**config.mk**
```make
export PLATFORM = sky130hd
export DESIGN_NAME = instr_fetch
export DESIGN_NICKNAME = d
export VERILOG_FILES = /design/src/rtl/cpu_isa_pkg.sv /design/src/rtl/instr_fetch.sv
export SDC_FILE = /design/constraint.sdc
export NUM_CORES = 1
export LEC_CHECK = 0
export CAP_MARGIN = 20
export CORE_MARGIN = 5
export CORE_UTILIZATION = 41
export DETAILED_ROUTE_END_ITERATION = 16
export HOLD_SLACK_MARGIN = 0.03
export PLACE_DENSITY = 0.75
export SLEW_MARGIN = 20
export SYNTH_ARGS = -nofsm -noshare
export SYNTH_HDL_FRONTEND = slang
export SYNTH_SLANG_ARGS = --single-unit
```
**constraint.sdc**
```tcl
create_clock -name clk -period 2.8 [get_ports clk]
set_clock_uncertainty 0.05 [all_clocks]
set_input_delay 0.56 -clock clk [delete_from_list [all_inputs] [get_ports clk]]
set_output_delay 0.56 -clock clk [all_outputs]
set_load 0.1 [all_outputs]
```
**src/rtl/cpu_isa_pkg.sv**
```systemverilog
// Shared ISA definitions: opcode constants as stored in the instruction RAM,
// the fetch FSM state encoding and the operand-word decode.
package cpu_isa_pkg;

    localparam logic [15:0] OP_LDAC  = 16'd5;
    localparam logic [15:0] OP_STAC  = 16'd7;
    localparam logic [15:0] OP_LDA   = 16'd9;
    localparam logic [15:0] OP_LDB   = 16'd14;
    localparam logic [15:0] OP_LDC   = 16'd19;
    localparam logic [15:0] OP_STC   = 16'd24;
    localparam logic [15:0] OP_JUMP  = 16'd46;
    localparam logic [15:0] OP_JPNZ  = 16'd48;
    localparam logic [15:0] OP_ENDOP = 16'd51;

    typedef enum logic [2:0] {
        FETCH,
        CAPT_OP,
        CAPT_ARG,
        VALID,
        HALT
    } fetch_state_t;

    // True when the opcode is followed by an operand word in memory.
    function automatic logic has_operand(input logic [15:0] opcode);
        logic result;
        case (opcode)
            OP_LDAC, OP_STAC, OP_LDA, OP_LDB,
            OP_LDC, OP_STC, OP_JUMP, OP_JPNZ: result = 1'b1;
            default:                          result = 1'b0;
        endcase
        return result;
    endfunction

endpackage

```
**src/rtl/instr_fetch.sv**
```systemverilog
// Instruction fetch unit: reads one- or two-word instructions from a RAM with
// one cycle of read latency and presents them to the control unit through a
// valid/ready handshake. Redirects (taken jumps) restart fetch at a new PC;
// ENDOP stops fetch until a redirect or reset.
// Optional feature: define IFETCH_COUNT_EN to add the ins_count output, a
// 16-bit count of accepted instructions.
module instr_fetch
    import cpu_isa_pkg::*;
#(
    parameter logic [15:0] RESET_PC = 16'd0
) (
    input  logic        clk,
    input  logic        rst,
    output logic [15:0] iram_addr,
    input  logic [15:0] iram_data,
    output logic        ins_valid,
    input  logic        ins_ready,
    output logic [15:0] ins_opcode,
    output logic [15:0] ins_operand,
    output logic        ins_has_operand,
    output logic [15:0] ins_pc,
    input  logic        redirect_valid,
    input  logic [15:0] redirect_addr,
`ifdef IFETCH_COUNT_EN
    output logic [15:0] ins_count,
`endif
    output logic        halted
);

    fetch_state_t state;
    logic [15:0]  pc;
    logic [15:0]  pc_step;
    logic         handshake;

    assign handshake = (state == VALID) && ins_ready;
    assign pc_step   = ins_has_operand ? 16'd2 : 16'd1;

    // Status flags decode straight from the registered state.
    assign ins_valid = (state == VALID);
    assign halted    = (state == HALT);

    // RAM address: the opcode address, moving to pc+1 only once the captured
    // opcode turns out to need an operand word; otherwise it holds.
    always_comb begin
        // NOTE: every path must assign iram_addr; the default up front keeps this block free of latches.
        iram_addr = pc;
        case (state)
            CAPT_OP:  if (has_operand(iram_data)) iram_addr = pc + 16'd1;
            CAPT_ARG: iram_addr = pc + 16'd1;
            VALID:    if (ins_has_operand) iram_addr = pc + 16'd1;
            default:  iram_addr = pc;
        endcase
    end

    // Fetch FSM: reset beats redirect, redirect beats normal sequencing.
    always_ff @(posedge clk) begin
        // NOTE: sequential state uses non-blocking assignments so every register samples pre-edge values.
        if (rst) begin
            state           <= FETCH;
            pc              <= RESET_PC;
            ins_opcode      <= 16'd0;
            ins_operand     <= 16'd0;
            ins_has_operand <= 1'b0;
            ins_pc          <= 16'd0;
        end else if (redirect_valid) begin
            pc    <= redirect_addr;
            state <= FETCH;
        end else begin
            case (state)
                FETCH: begin
                    state <= CAPT_OP;
                end
                CAPT_OP: begin
                    ins_opcode      <= iram_data;
                    ins_pc          <= pc;
                    ins_operand     <= 16'd0;
                    ins_has_operand <= has_operand(iram_data);
                    state           <= has_operand(iram_data) ? CAPT_ARG : VALID;
                end
                CAPT_ARG: begin
                    ins_operand <= iram_data;
                    state       <= VALID;
                end
                VALID: begin
                    if (ins_ready) begin
                        pc    <= pc + pc_step;
                        state <= (ins_opcode == OP_ENDOP) ? HALT : FETCH;
                    end
                end
                HALT: begin
                    state <= HALT;
                end
                default: begin
                    state <= FETCH;
                end
            endcase
        end
    end

`ifdef IFETCH_COUNT_EN
    // Accepted-instruction counter; a handshake coinciding with a redirect still counts.
    always_ff @(posedge clk) begin
        if (rst) begin
            ins_count <= 16'd0;
        end else if (handshake) begin
            ins_count <= ins_count + 16'd1;
        end
    end
`endif

endmodule

```
==> results.toml, run 1 <==
[timing]
max_clock_freq_mhz = 303
whs_ns = 0.410
fin_ws_ns = -0.495
slew_viol_final = 0
min_period_ns = 3.30
relSlewSlack_pct = 55.0
setup_violations = 16
period_share_pct = 118
grt_setup_unrepaired = "yes"
hold_viol = 0
tns_ns = -5.47
tightest_slew_ns = 0.672

[drt]
routed_wl_um = 14000
ant_nets = 0
met3WireLength_um = 1040
first_iter_violations = 349
viasPerCell = 5.82
dr.pass1.iters = 6
top_layer = "met4"
wl_met1_um = 5710
avgRoutedWirePerCell_um = 18.0
wl_met2_um = 6860
num_vias = 4537
drc = 0

[global_route]
grt_max_degree = 38
grt_usage_pct = 24.2
grt_pass1_vias = 4379
grt_first_pass_wirelength_um = 22000
antenna_found_initial = 0
grt-ovfl-total = 0

[synthesis]
yosysWarnings = 0
ys_ff_latch = 68
synth-main-ff-cell = "dfxtp_1"
synthArstFlopShare_pct = 0
syn-num-nets = 533
synth_edf_count = 0
yosysUniqueCellTypes = 63
synth-seq-area-share_pct = 36.0
synth.cell_area_sq_mm = 0.00379
syn_area_per_cell_sq_um = 7.68
syn_inst = 493

[placement]
post-dp-hpwl_um = 9990
post-place-ws_ns = -0.943
place_area_sq_mm = 0.00568
portBuffers = 102
gp_congestion = 0.901

[setup_path]
slowest_stage = "a2111o_1"
start_kind = "input port"
critical_path_class = "in -> out"
worst_ep_arrival_time_ns = 2.69
crit_path_max_incr_delay_ns = 0.56
critPathCaptureType = "primary output"
crit_chain = "buf_4, nor4b_4, buf_4, o31ai_2, a2111o_1, a2111o_1, xnor2_4, buf_12"
cp_max_fo = 7
cp.required_ns = 2.19

[floorplanning]
die_area_sq_mm = 0.0113
die_h_um = 106
row_count = 35
design.core.area_sq_mm = 0.00911
io_pins = 103
die_width_um = 106
initial_core_util_pct = 41.6

[power]
powerDensity_mw_per_mm2 = 423
power.total_uw = 2670
p_leak_uw = 0.00248
ir_worst_vdd_mv = 0.321

[cells_and_area]
drive_above_1_share_pct = 37.7
final_nets = 704
stdcell_area_sq_mm = 0.00631
antenna_cells = 0
final_common_cell = "buf_4"
syn_to_final_growth_pct = 66.7
final_cell_mix = "buf_4 (142), nand2_1 (90), dfxtp_1 (67)"

[hold_path]
hp-class = "reg -> reg"

[outcome]
violations = "negative setup slack"
status = "finished, violations left"

[clocking]
cts_tree = "built"
cts_buffers = 9
clock_latency_ns = 0.35
clockRootBuffer = "clkbuf_8"
h-tree-depth = 3
clock_sinks = 68
clk_pin_slew_ns = 0.08
clockBufferDepth = 2

[run]
max_cap_viol_count = 0
[through the flow]
| step | util (%) | instances |
|---|---|---|
| 2_1_floorplan | - | 493 |
| 3_3_place_gp | 62.3 | 745 |
| 3_5_place_dp | 62.3 | 745 |
| 4_1_cts | 67.7 | 774 |
| 5_1_grt | 69.3 | 779 |
| 6_report | 69.3 | 779 |
[sequential cells by signal (all words and copies together) (netlist names)]
| register | cells |
|---|---|
| ins_opcode | 16 |
| ins_operand | 16 |
| ins_has_operand | 1 |
| ins_pc | 16 |
| pc | 16 |
| state | 3 |
[layer usage]
| layer | up-vias | global-route usage (%) |
|---|---|---|
| met3 | 44 | 5.95 |
| met1 | 2152 | 29.3 |
| met4 | 0 | 8.51 |
| li1 | 2131 | - |
| met5 | - | 0 |
| met2 | 210 | 41.6 |
[worst paths after layout]
path	start	endpoint	slack (ns)	depth (start not counted)
setup / recovery	iram_data[2]	iram_addr[4]	-0.50	8
hold / removal	ins_pc[5]$_SDFFE_PP0P_	ins_pc[5]$_SDFFE_PP0P_	0.41	2
setup reg to reg	ins_has_operand$_SDFFE_PP0P_	pc[14]$_SDFFE_PP0P_	0.28	9
hold reg to reg	ins_pc[5]$_SDFFE_PP0P_	ins_pc[5]$_SDFFE_PP0P_	0.41	2
[logic make-up (layout without fill, tap and decap cells)]
group,Yosys count,in the layout,synth area share (%)
simple gates,219,219,28.4
compound gates,129,129,23.5
flops,68,68,36.0
buf+inv,50,225,5.12
xor+xnor,19,19,4.40
fa+ha+maj,4,4,1.52
mux,4,4,1.09
[Yosys cell counts (3+ instances only)]
| library cell | instances | area (sq um) |
|---|---|---|
| nand2_1 | 92 | 345 |
| dfxtp_1 | 68 | 1360 |
| a21oi_1 | 42 | 210 |
| nor2_1 | 34 | 128 |
| clkbuf_1 | 33 | 124 |
| o21ai_0 | 17 | 85.1 |
| nand3_1 | 16 | 80.1 |
| a22o_1 | 14 | 123 |
| nor4_1 | 14 | 87.6 |
| nor3_1 | 12 | 60.1 |
| xor2_1 | 10 | 87.6 |
| inv_1 | 9 | 33.8 |
| xnor2_1 | 9 | 78.8 |
| a211oi_1 | 8 | 60.1 |
| nand4_1 | 7 | 43.8 |
| nor2b_1 | 6 | 37.5 |
| o211ai_1 | 6 | 45.0 |
| or3_1 | 6 | 37.5 |
| a311oi_1 | 5 | 43.8 |
| buf_2 | 5 | 25.0 |
| nand3b_1 | 5 | 37.5 |
| nand2b_1 | 4 | 25.0 |
| nor4b_1 | 4 | 35.0 |
| o21ai_1 | 4 | 20.0 |
| a2111oi_2 | 3 | 45.0 |
| a211o_1 | 3 | 26.3 |
| a22oi_1 | 3 | 22.5 |
| ha_1 | 3 | 37.5 |
| mux2i_1 | 3 | 30.0 |
| nor3b_1 | 3 | 22.5 |
| o31ai_1 | 3 | 22.5 |
[power breakdown]
group | leakage (uW) | internal (uW) | switching, uW | total [uW]
logic | 0.00182 | 272 | 469 | 741
clock network | 0.000102 | 498 | 401 | 899
registers | 0.000554 | 998 | 30.6 | 1030
total | 0.00248 | 1770 | 900 | 2670
[worst max-delay path, delay by kind of cell]
family                    cells  cell delay, ns
AOI/OAI and AO/OA             3            1.17
xor gates and xnor gates      1            0.18
buffers and inverters         3            0.51
and+or+nand+nor               1            0.27
[final cells by class]
| cell class | instances | area [sq um] |
|---|---|---|
| well taps | 111 | 139 |
| fillers | 703 | 2800 |
| repair buffers | 200 | 1800 |
| flip-flops and latches | 68 | 1360 |
| clock buffers | 9 | 124 |
| clock inverters | 6 | 88.8 |
| inverters | 10 | 37.5 |
| multi-input cells | 375 | 2770 |
[repair_timing]
item | in CTS | in global routing
gates resized for setup | 101 | 17
hold buffers | 0 | 0
buffers inserted | 16 | 6
endpoints found under the setup margin | 16 | 16
pin swaps | 26 | 14
(Power assumes the default switching activity.)
==> inputs of run 2 (changes only) <==
CAP_MARGIN = 10   (was 20)
CTS_CLUSTER_SIZE = 28   (was not set)
==> results of run 2 <==
Same layout as run 1: the final DEF is identical, and so are final timing and power.
